$ cat src/rtl/pipeline_stall_controller.sv
`default_nettype none
// ============================================================================
//  Module   : pipeline_stall_controller
//  Purpose  : Central stall/flush sequencer for the 5-stage MIPS pipeline.
//             Merges the hazard detector's request, the EXE-stage branch-taken
//             signal and the data-memory wait into one prioritised set of
//             freeze/flush/bubble controls (mem_busy > br_taken > hazard_det).
//  Ports    : clk, rst (sync, active-high)
//             hazard_det, br_taken, mem_busy          - requests
//             pc_freeze, if_id_freeze, if_id_flush,
//             id_exe_bubble, pipe_hold                - pipeline controls
//             stall_err                                - sticky runaway-stall flag
//             state_o[1:0]                             - 0 RUN 1 HAZ 2 MEMW 3 FLUSH
//             (STALL_PERF_CNT_EN) perf_clr, stall_cycles[31:0], flush_count[15:0]
//  Options  : define STALL_PERF_CNT_EN to add the performance counters.
//  Revision : 1.0 - initial release
// ============================================================================
module pipeline_stall_controller #(
   parameter int FLUSH_CYCLES = 2,   // 1..7
   parameter int MAX_STALL    = 16   // 2..255
) (
   input  logic        clk,
   input  logic        rst,
   input  logic        hazard_det,
   input  logic        br_taken,
   input  logic        mem_busy,
`ifdef STALL_PERF_CNT_EN
   input  logic        perf_clr,
   output logic [31:0] stall_cycles,
   output logic [15:0] flush_count,
`endif
   output logic        pc_freeze,
   output logic        if_id_freeze,
   output logic        if_id_flush,
   output logic        id_exe_bubble,
   output logic        pipe_hold,
   output logic        stall_err,
   output logic [1:0]  state_o
);

   typedef enum logic [1:0] {
      ST_RUN   = 2'd0,
      ST_HAZ   = 2'd1,
      ST_MEMW  = 2'd2,
      ST_FLUSH = 2'd3
   } state_t;

   localparam logic [2:0] FLUSH_RELOAD = 3'(FLUSH_CYCLES - 1);
   localparam logic [7:0] STALL_LIMIT  = 8'(MAX_STALL - 1);

   state_t     state_q, state_d;
   logic [2:0] flush_cnt_q, flush_cnt_d;
   logic [7:0] run_cnt_q, run_cnt_d;
   logic       stall_err_q, stall_err_d;

   logic       ctl_pc_freeze, ctl_if_id_freeze, ctl_if_id_flush;
   logic       ctl_id_exe_bubble, ctl_pipe_hold;
   logic       br_accept;

   always_comb begin
      ctl_pc_freeze     = 1'b0;
      ctl_if_id_freeze  = 1'b0;
      ctl_if_id_flush   = 1'b0;
      ctl_id_exe_bubble = 1'b0;
      ctl_pipe_hold     = 1'b0;
      br_accept         = 1'b0;
      state_d           = state_q;
      flush_cnt_d       = flush_cnt_q;
      // Only back-to-back hazard cycles count; every other cycle restarts the run.
      run_cnt_d         = 8'd0;
      stall_err_d       = stall_err_q;

      if (mem_busy) begin
         // Whole pipe holds; EXE is frozen so its branch/hazard will be
         // re-presented once memory is ready. A pending flush is paused.
         ctl_pc_freeze    = 1'b1;
         ctl_if_id_freeze = 1'b1;
         ctl_pipe_hold    = 1'b1;
         if (state_q != ST_FLUSH) begin
            state_d = ST_MEMW;
         end
      end else if (state_q == ST_FLUSH) begin
         // The instruction in EXE is a bubble: it cannot branch or stall.
         ctl_if_id_flush   = 1'b1;
         ctl_id_exe_bubble = 1'b1;
         flush_cnt_d       = flush_cnt_q - 3'd1;
         if (flush_cnt_q == 3'd1) begin
            state_d = ST_RUN;
         end
      end else if (br_taken) begin
         // PC loads the target, so it is not frozen.
         ctl_if_id_flush   = 1'b1;
         ctl_id_exe_bubble = 1'b1;
         br_accept         = 1'b1;
         if (FLUSH_CYCLES == 1) begin
            state_d = ST_RUN;
         end else begin
            flush_cnt_d = FLUSH_RELOAD;
            state_d     = ST_FLUSH;
         end
      end else if (hazard_det) begin
         ctl_pc_freeze     = 1'b1;
         ctl_if_id_freeze  = 1'b1;
         ctl_id_exe_bubble = 1'b1;
         state_d           = ST_HAZ;
         run_cnt_d         = (run_cnt_q == 8'hFF) ? run_cnt_q : run_cnt_q + 8'd1;
         // This cycle is stall number run_cnt_q+1; reaching MAX_STALL flags it.
         if (run_cnt_q >= STALL_LIMIT) begin
            stall_err_d = 1'b1;
         end
      end else begin
         state_d = ST_RUN;
      end
   end

   always_ff @(posedge clk) begin
      if (rst) begin
         state_q     <= ST_RUN;
         flush_cnt_q <= 3'd0;
         run_cnt_q   <= 8'd0;
         stall_err_q <= 1'b0;
      end else begin
         state_q     <= state_d;
         flush_cnt_q <= flush_cnt_d;
         run_cnt_q   <= run_cnt_d;
         stall_err_q <= stall_err_d;
      end
   end

   // Reset overrides every output combinationally, including the first cycle
   // when the registers have not yet been initialised.
   assign pc_freeze     = ctl_pc_freeze     & ~rst;
   assign if_id_freeze  = ctl_if_id_freeze  & ~rst;
   assign if_id_flush   = ctl_if_id_flush   & ~rst;
   assign id_exe_bubble = ctl_id_exe_bubble & ~rst;
   assign pipe_hold     = ctl_pipe_hold     & ~rst;
   assign stall_err     = stall_err_q       & ~rst;
   assign state_o       = rst ? 2'd0 : state_q;

`ifdef STALL_PERF_CNT_EN
   logic [31:0] stall_cycles_q, stall_cycles_d;
   logic [15:0] flush_count_q, flush_count_d;

   always_comb begin
      stall_cycles_d = stall_cycles_q;
      flush_count_d  = flush_count_q;
      if (perf_clr) begin
         stall_cycles_d = 32'd0;
         flush_count_d  = 16'd0;
      end else begin
         if (pc_freeze) begin
            stall_cycles_d = stall_cycles_q + 32'd1;
         end
         if (br_accept) begin
            flush_count_d = flush_count_q + 16'd1;
         end
      end
   end

   always_ff @(posedge clk) begin
      if (rst) begin
         stall_cycles_q <= 32'd0;
         flush_count_q  <= 16'd0;
      end else begin
         stall_cycles_q <= stall_cycles_d;
         flush_count_q  <= flush_count_d;
      end
   end

   assign stall_cycles = stall_cycles_q;
   assign flush_count  = flush_count_q;
`else
`endif

endmodule
`default_nettype wire

$ cat config.mk
export PLATFORM = sky130hd
export DESIGN_NAME = pipeline_stall_controller
export DESIGN_NICKNAME = d
export VERILOG_FILES = /design/src/rtl/pipeline_stall_controller.sv
export SDC_FILE = /design/constraint.sdc
export NUM_CORES = 1
export LEC_CHECK = 0
export ABC_AREA = 1
export CAP_MARGIN = 20
export CORE_ASPECT_RATIO = 0.9
export CORE_MARGIN = 2
export CORE_UTILIZATION = 40
export DETAILED_ROUTE_END_ITERATION = 12
export PLACE_DENSITY = 0.6
export SYNTH_ARGS = -nofsm -noshare
export SYNTH_HDL_FRONTEND = slang
export SYNTH_SLANG_ARGS = --single-unit
$ cat constraint.sdc
create_clock -name clk -period 2.8 [get_ports clk]
set_input_delay 0.84 -clock clk [delete_from_list [all_inputs] [get_ports clk]]
set_output_delay 0.84 -clock clk [all_outputs]
set_load 0.02 [all_outputs]
==> results of run 1 <==
[routing by layer]
layer  GRT usage  up-vias  share of wire
li1            -      413              -
met1       0.215      339           0.46
met2       0.318       10           0.48
met3      0.0325        5          0.036
met4      0.0973        0          0.024
met5           0        -              0
[metrics by stage]
stage / setup TNS (ns) / instances
floorplan: 0 / 117
global placement: -2.20 / 161
detailed placement: -2.20 / 161
CTS: 0 / 165
global route: 0 / 165
finish: 0 / 165
[power by group]
group / switching (mW) / total [mW] / internal, mW
logic: 0.0338 / 0.0605 / 0.0267
registers: 0.00285 / 0.207 / 0.204
clock network: 0.0737 / 0.153 / 0.0792
[synth_stat cells (all sizes together)]
| cell | n |
|---|---|
| nor3 | 2 |
| nor2 | 18 |
| a21oi | 12 |
| o21bai | 1 |
| clkbuf | 1 |
| buf | 1 |
| dfxtp | 14 |
| o21ai | 6 |
| o211ai | 1 |
| nand3 | 8 |
| nand2 | 27 |
| inv | 21 |
| nand4 | 1 |
| ha | 3 |
| a31oi | 1 |
[area by class of cell]
| cell class | count | area, um^2 | share of cell area |
|---|---|---|---|
| clock buffers | 4 | 36.3 | 0.0366 |
| well taps | 25 | 31.3 | 0.0316 |
| flip-flops and latches | 14 | 280 | 0.283 |
| repair buffers | 21 | 148 | 0.149 |
| inverters | 21 | 78.8 | 0.0795 |
| multi-input cells | 80 | 417 | 0.420 |
[worst paths after layout]
| path | from | endpoint | slack, ns | cells past startpoint |
|---|---|---|---|---|
| setup / recovery | hazard_det | pc_freeze | 0.10 | 4 |
| hold reg to reg | flush_cnt_q[1] | flush_cnt_q[1] | 0.46 | 2 |
| setup reg to reg | run_cnt_q[0] | run_cnt_q[5] | 1.55 | 6 |
| hold / removal | flush_cnt_q[1] | flush_cnt_q[1] | 0.46 | 2 |
[registers in the layout (all words and copies together) (netlist names)]
name and count:
run_cnt_q 8, flush_cnt_q 3, state_q 2, stall_err_q 1
[repair_timing]
item,in CTS,in global routing
resized for setup,19,10
hold buffers,0,0
endpoints found under the setup margin,8,6
[cell families (layout without fill, tap and decap cells)]
logic type / after synthesis / count (layout)
AND/OR/NAND/NOR: 56 / 56
flip-flops: 14 / 14
AO/OA/AOI/OAI: 21 / 21
adder cells (fa/ha/maj): 3 / 3
buffers and inverters: 23 / 46
[worst max-delay path: cells and delay by family]
family,cells,cell delay (ns)
buffers and inverters,2,0.73
AOI/OAI and AO/OA,1,0.17
and+or+nand+nor,1,0.12
==> impl_metrics.toml, run 1 <==
[run_status]
status = "completed"

[setup_path]
slowest_delay_ns = 0.54
criticalPathCategory = "input port to output port"
path_max_fanout = 3
critPathCaptureType = "output port"
cp-start-kind = "input port"
crit_chain = "clkdlybuf4s50_1 > nand3_1 > a21oi_1 > buf_2"
worst-endpoint-arrival_ns = 1.86
crit_slowest_cell = "clkdlybuf4s50_1"
cp.required_ns = 1.96

[yosys]
ys_seq_elements = 14
synth-simple-area-share = 0.340
synth.top_cells.by_area = "dfxtp_1, nand2_1, inv_1, a21oi_1, nor2_1"
synth_mux_area_frac = 0
synth_top_area_share = 0.356
yosysWarnings = 0
netlist_instances = 117
synthAdderAreaFrac = 0.0477
avgSynthCellArea_um2 = 6.73
synth_top_family_by_area = "simple AND/OR/NAND/NOR gates"
synth.cell_area_um2 = 787
synth_top_cell_by_area = "dfxtp_1"
synth_xor_area_frac = 0
synth.net_count = 125
synth.distinct_cells = 20
synth_seq_area_share = 0.356
synth_compound_area_frac = 0.141

[finish]
drive_gt1_frac = 0.221
antennaDiodeCount = 0
design_area_um2 = 991
synthToLayoutAreaGrowth_pct = 25.9
final_common_cell = "nand2_1"
layout.nets = 149
fillerInstances = 205
fin_util = 0.528
mostFrequentLayoutCells = "nand2_1, inv_1, nor2_1"

[timing]
finalWorstSetupSlack_ns = 0.101
finalSetupViolations = 0
drv_slew = 0
fmax_mhz = 371
maxSlewHeadroom = 0.866
finalClockSkew_ns = 0.00291
rsz0062_at_grt = "false"
hold_ws_ns = 0.461
layout_min_cycle_time_ns = 2.70
worst_slew_pin_slew_ns = 0.200
finalHoldViolations = 0
timing.final.crit_share = 0.964

[routing]
postRouteAntennaNets = 0
vias_per_cell = 4.65
detail_route.first_pass.iterations = 4
vias = 767
wl_per_cell_um = 10.4
route.detailed.drc = 0
drt_iter0_drc = 12
routed_wl_um = 1720

[floorplanning]
die_y_um = 46.1
die_w_um = 50.8
core-area_um2 = 1880
row_count = 15
io_pins = 13
dieArea_um2 = 2340
start_util = 0.419

[power]
totalPowerFinal_mw = 0.420
p_leak_nw = 0.439
vdd_drop_max_mv = 0.223
powerDensity_nw_per_um2 = 424

[cts]
clock-root-buffer = "clkbuf_4"
cts_buffer_depth = 2
clkLatencyLatePin_ns = 0.29
cts_buffers = 3
h-tree-depth = 1
cts.sinks = 14
cts.clk_slew.worst_paths_ns = 0.09
cts_tree = "yes"
cts_setup_buffers = 0

[grt]
antenna_found_initial = 0
grt_overflow = 0
grt_pass1_vias = 707
grt_max_degree = 9
grtUsageTotal = 0.181
grt_pass1_wl_um = 3060

[place]
pre_cts_ws_ns = -0.320
portBuffers = 12
dp_hpwl_um = 1330
postPlaceCellArea_um2 = 995
place_congestion = 0.837

[run]
max-cap-violations = 0

[min_path]
hold_class = "flop to flop"
Note: power is estimated with default switching activity, not from simulation.
==> run 2, diff against run 1 <==
- PLACE_DENSITY: 0.6 -> 0.62
- clock period: 2.8 -> 2.4 ns (I/O delays scaled with it)
==> impl_metrics.toml, run 2 (synthesized netlist as in run 1, its figures left out) <==
[min_path]
hold_start = "flush_cnt_q[1]"
hold_class = "flop to flop"
whs_endpoint = "flush_cnt_q[1]"
worstHoldPathCells = 2

[floorplanning]
io_pins = 13
core-area_um2 = 1880
die_w_um = 50.8
row_count = 15
die_y_um = 46.1
start_util = 0.419
dieArea_um2 = 2340

[cts]
h-tree-depth = 1
cts_buffer_depth = 2
cts_buffers = 3
cts.sinks = 14
ctsHoldBuffers = 0
cts_tree = "yes"
cts.clk_slew.worst_paths_ns = 0.09
clkLatencyLatePin_ns = 0.29
cts_setup_buffers = 0
clock-root-buffer = "clkbuf_4"

[setup_path]
critPathCaptureType = "output port"
slowest_delay_ns = 0.48
worstReg2RegEnd = "run_cnt_q[4]"
cp-start-kind = "input port"
reg2reg_from = "run_cnt_q[0]"
startpoint = "br_taken"
path_max_fanout = 3
criticalPathCategory = "input port to output port"
rrSetupSlack_ns = 1.17
crit_slowest_cell = "clkdlybuf4s50_1"
worst-endpoint-arrival_ns = 1.67
crit_chain = "clkdlybuf4s50_1 > inv_1 > nand2_2 > nand2_2 > o21ai_2 > buf_6"
cp_common_cell = "nand2_2"
rr_worst_depth = 6
cp.required_ns = 1.68

[routing]
vias = 781
drt_iter0_drc = 17
postRouteAntennaNets = 0
wl_per_cell_um = 9.73
detail_route.first_pass.iterations = 4
routed_wl_um = 1600
vias_per_cell = 4.76
route.detailed.drc = 0

[finish]
layout.nets = 148
final_common_cell = "nand2_1"
fin_util = 0.544
reg_top3 = "run_cnt_q: 8 flops, flush_cnt_q: 3 flops, state_q: 2 flops"
layout.cells.non_filler = 164
synthToLayoutAreaGrowth_pct = 29.7
drive_gt1_frac = 0.230
antennaDiodeCount = 0
largest_register_ffs = 8
mostFrequentLayoutCells = "nand2_1, inv_1, nor2_1"
regMostFlops = "run_cnt_q"

[grt]
grt_pass1_wl_um = 2790
grt_overflow = 0
grt_max_degree = 9
grtUsageTotal = 0.165
grt_pass1_vias = 667
antenna_found_initial = 0

[timing]
layout_min_cycle_time_ns = 2.39
finalSetupViolations = 0
timing.final.crit_share = 0.996
drv_slew = 0
maxSlewHeadroom = 0.858
finalHoldViolations = 0
fmax_mhz = 418
finalClockSkew_ns = 0.00763
worst_slew_pin_slew_ns = 0.213
setup_tns_ns = 0
rsz0062_at_grt = "true"

[place]
dp.cells = 160
place_congestion = 0.840
dp_hpwl_um = 1270
portBuffers = 12

[power]
p_leak_nw = 0.440
totalPowerFinal_mw = 0.491
powerDensity_nw_per_um2 = 480
vdd_drop_max_mv = 0.253

[run_status]
status = "completed"

[run]
max-cap-violations = 0
## run 2: area by class of cell
class                   instances  area, um^2
clock buffers                   4        36.3
fillers                       197         856
inverters                      21        78.8
multi-input cells              80         424
flip-flops and latches         14         280
well taps                      25        31.3
repair buffers                 20         170
## run 2: routing by layer
metal	routed length [um]	vias to the layer above	global-route usage
met2	724	12	0.242
met5	0	-	0
li1	-	413	-
met4	38	0	0.0811
met3	56	5	0.0487
met1	777	351	0.222
## run 2: what timing repair did
item,in CTS,in global routing
gates resized for setup,34,6
gates cloned,0,0
endpoints found under the setup margin,8,5
## run 2: metrics by stage
stage / hold WS, ns / instance area, um^2 / worst slack (ns)
4_1_cts: 0.469 / 1010 / -0.000582
2_1_floorplan: 0.440 / 787 / 0.156
3_3_place_gp: 0.443 / 987 / -0.461
6_report: 0.463 / 1020 / 0.00951
5_1_grt: 0.487 / 1020 / -0.0502
3_5_place_dp: 0.455 / 987 / -0.487
## run 2: worst max path at each step
stage / cells past startpoint / endpoint
6_report: 6 / id_exe_bubble
5_1_grt: 6 / id_exe_bubble
4_1_cts: 6 / id_exe_bubble
3_5_place_dp: 6 / id_exe_bubble
3_3_place_gp: 6 / id_exe_bubble
2_1_floorplan: 3 / pc_freeze
## run 2: worst max-delay path, delay by kind of cell
kind,cells,cell delay [ns]
buf+inv,3,0.68
compound gates,1,0.13
simple gates,2,0.15
## run 2: power by group
part	internal [mW]	switching [mW]
registers	0.238	0.00331
logic	0.0339	0.0401
clock network	0.0925	0.0829
total	0.364	0.126
==> run 3, diff against run 2 <==
--- a/config.mk
+++ b/config.mk
@@ -7,3 +7,2 @@
 export LEC_CHECK = 0
-export ABC_AREA = 1
 export CAP_MARGIN = 20
@@ -13,3 +12,3 @@
 export DETAILED_ROUTE_END_ITERATION = 12
-export PLACE_DENSITY = 0.62
+export PLACE_DENSITY = 0.63
 export SYNTH_ARGS = -nofsm -noshare
--- a/constraint.sdc
+++ b/constraint.sdc
@@ -3,2 +3,2 @@
 set_output_delay 0.72 -clock clk [all_outputs]
-set_load 0.02 [all_outputs]
+set_load 0.01 [all_outputs]
==> impl_metrics.toml, run 3 <==
[run_status]
status = "completed"

[grt]
grt_pass1_wl_um = 2890
grt_max_degree = 10
antenna_found_initial = 0
grtUsageTotal = 0.169
grt_pass1_vias = 723
grt_overflow = 0

[finish]
regMostFlops = "run_cnt_q"
reg_top3 = "run_cnt_q: 8 flops, flush_cnt_q: 3 flops, state_q: 2 flops"
fin_util = 0.559
final_common_cell = "dfxtp_1"
mostFrequentLayoutCells = "dfxtp_1, a21oi_1, nor3_1, buf_4, dlygate4sd2_1"
regArea_um2 = 280
layout.nets = 119
antennaDiodeCount = 0
drive_gt1_frac = 0.173
largest_register_ffs = 8
fillerInstances = 169
synthToLayoutAreaGrowth_pct = 28.3
multi_input_area_um2 = 433

[timing]
finalHoldViolations = 0
rsz0062_at_grt = "false"
layout_min_cycle_time_ns = 2.31
finalSetupViolations = 0
worst_slew_pin_slew_ns = 0.301
setup_tns_ns = 0
drv_slew = 0
maxSlewHeadroom = 0.799
hold_ws_ns = 0.486
timing.final.crit_share = 0.962
finalClockSkew_ns = 0.00416
fmax_mhz = 433
finalWorstSetupSlack_ns = 0.0918

[yosys]
synth_edf_count = 0
synth_top_cell_by_area = "dfxtp_1"
ys_seq_elements = 14
netlist_instances = 91
synth_top_family_by_area = "simple AND/OR/NAND/NOR gates"
yosysMostFrequentCell = "dfxtp_1"
synth-simple-area-share = 0.293
synth.net_count = 99
synthAdderAreaFrac = 0.0502
synth_top_area_share = 0.375
synth_commonest_cells = "dfxtp_1, a21oi_1, nor3_1"
synthArstFlopShare = 0
synth_compound_area_frac = 0.219
synth_mux_area_frac = 0.0134
synth.top_cells.by_area = "dfxtp_1, a21oi_1, nor3_1, ha_1, nor2b_1"
avgSynthCellArea_um2 = 8.22
synth.cell_area_um2 = 748
synth_xor_area_frac = 0
synth.distinct_cells = 29
synth_ff_type = "dfxtp_1"
yosysWarnings = 0
synth_seq_area_share = 0.375

[routing]
drt_iter0_drc = 12
detail_route.first_pass.iterations = 4
wl_per_cell_um = 12.9
routed_wl_um = 1730
top_layer = "met4"
postRouteAntennaNets = 0
vias_per_cell = 5.43
route.detailed.drc = 0
wl_met3_um = 66
wl_met1_um = 865
met2_length_um = 780
vias = 727

[place]
place_congestion = 0.759
portBuffers = 12
pre_cts_ws_ns = -0.446
dp_hpwl_um = 1290

[setup_path]
rr_worst_depth = 4
criticalPathCategory = "input port to output port"
rrSetupSlack_ns = 1.00
cp-start-kind = "input port"
cp.required_ns = 1.68
worstReg2RegEnd = "run_cnt_q[3]"
path_max_fanout = 7
critPathCaptureType = "output port"
worst-endpoint-arrival_ns = 1.59
reg2reg_from = "run_cnt_q[0]"

[floorplanning]
core-area_um2 = 1720
row_count = 14
die_y_um = 45.0
dieArea_um2 = 2230
die_w_um = 49.6
start_util = 0.436
io_pins = 13

[cts]
cts_buffer_depth = 2
cts.sinks = 14
clock-root-buffer = "clkbuf_4"
cts_tree = "yes"
cts_buffers = 3
cts.clk_slew.worst_paths_ns = 0.08
h-tree-depth = 1
ctsHoldBuffers = 0
clkLatencyLatePin_ns = 0.27
cts_setup_buffers = 0

[min_path]
hold_class = "flop to flop"
worstHoldPathCells = 2
hold_start = "flush_cnt_q[1]"
whs_endpoint = "flush_cnt_q[1]"

[power]
vdd_drop_max_mv = 0.275
totalPowerFinal_mw = 0.469
p_leak_nw = 0.372
powerDensity_nw_per_um2 = 489

[run]
max-cap-violations = 0
run 3: changes by cell type after synthesis, sizes merged, moves of 3 or more:
cell    previous run  this run
nand2             27         5
inv               21         3
nor2              18         5
nor3               2         8
nor2b              0         5
a211oi             0         4
nand3              8         4
or3                0         3
run 3: where the power goes:
part           internal [mW]  total, mW  switching (mW)  leakage (nW)
clock                 0.0921      0.168          0.0756        0.0210
combinational         0.0295     0.0582          0.0287         0.238
sequential             0.237      0.243         0.00587         0.114
total                  0.359      0.469           0.110         0.372
run 3: repair_timing:
| action | in CTS | in global routing |
|---|---|---|
| pin swaps | 0 | 0 |
| setup endpoints to repair | 8 | 2 |
| cloned | 0 | 0 |
| gates resized for setup | 19 | 2 |
run 3: cell type report:
cell class              instances  share of cell area
clock buffers                   4              0.0378
inverters                       3              0.0117
multi-input cells              69               0.451
flip-flops and latches         14               0.292
well taps                      24              0.0313
repair buffers                 20               0.176
run 3: worst max-delay path, cell delays in order:
cell and delay [ns]:
dlygate4sd2_1 0.30, buf_4 0.19, nor2b_1 0.13, clkdlybuf4s15_1 0.25
run 3: how the worst max path moves through the flow:
| stage | endpoint | slack, ns | depth (start not counted) | startpoint |
|---|---|---|---|---|
| final | state_o[0] | 0.09 | 4 | rst |
| after global routing | state_o[0] | 0.02 | 4 | rst |
| after CTS | id_exe_bubble | 0.02 | 5 | br_taken |
| after floorplan | pc_freeze | 0.27 | 4 | br_taken |
| after detailed placement | state_o[0] | -0.45 | 4 | rst |
| after global placement | id_exe_bubble | -0.42 | 5 | br_taken |
run 3: metal layers:
metal  vias up  track usage
met2        15        0.267
met3         2       0.0232
met4         0        0.100
met5         -            0
li1        373            -
met1       337        0.224
run 3: per-stage QoR:
step	instances	area, um^2
2_1_floorplan	91	748
4_1_cts	134	963
5_1_grt	134	960
3_3_place_gp	130	932
3_5_place_dp	130	932
6_report	134	960
run 3: cells by family (layout without fill, tap and decap cells):
| group | count (synthesis) | after routing |
|---|---|---|
| flip-flops | 14 | 14 |
| AO/OA/AOI/OAI | 26 | 26 |
| buffers and inverters | 8 | 27 |
| adder cells (fa/ha/maj) | 3 | 3 |
| AND/OR/NAND/NOR | 39 | 39 |
| multiplexers | 1 | 1 |
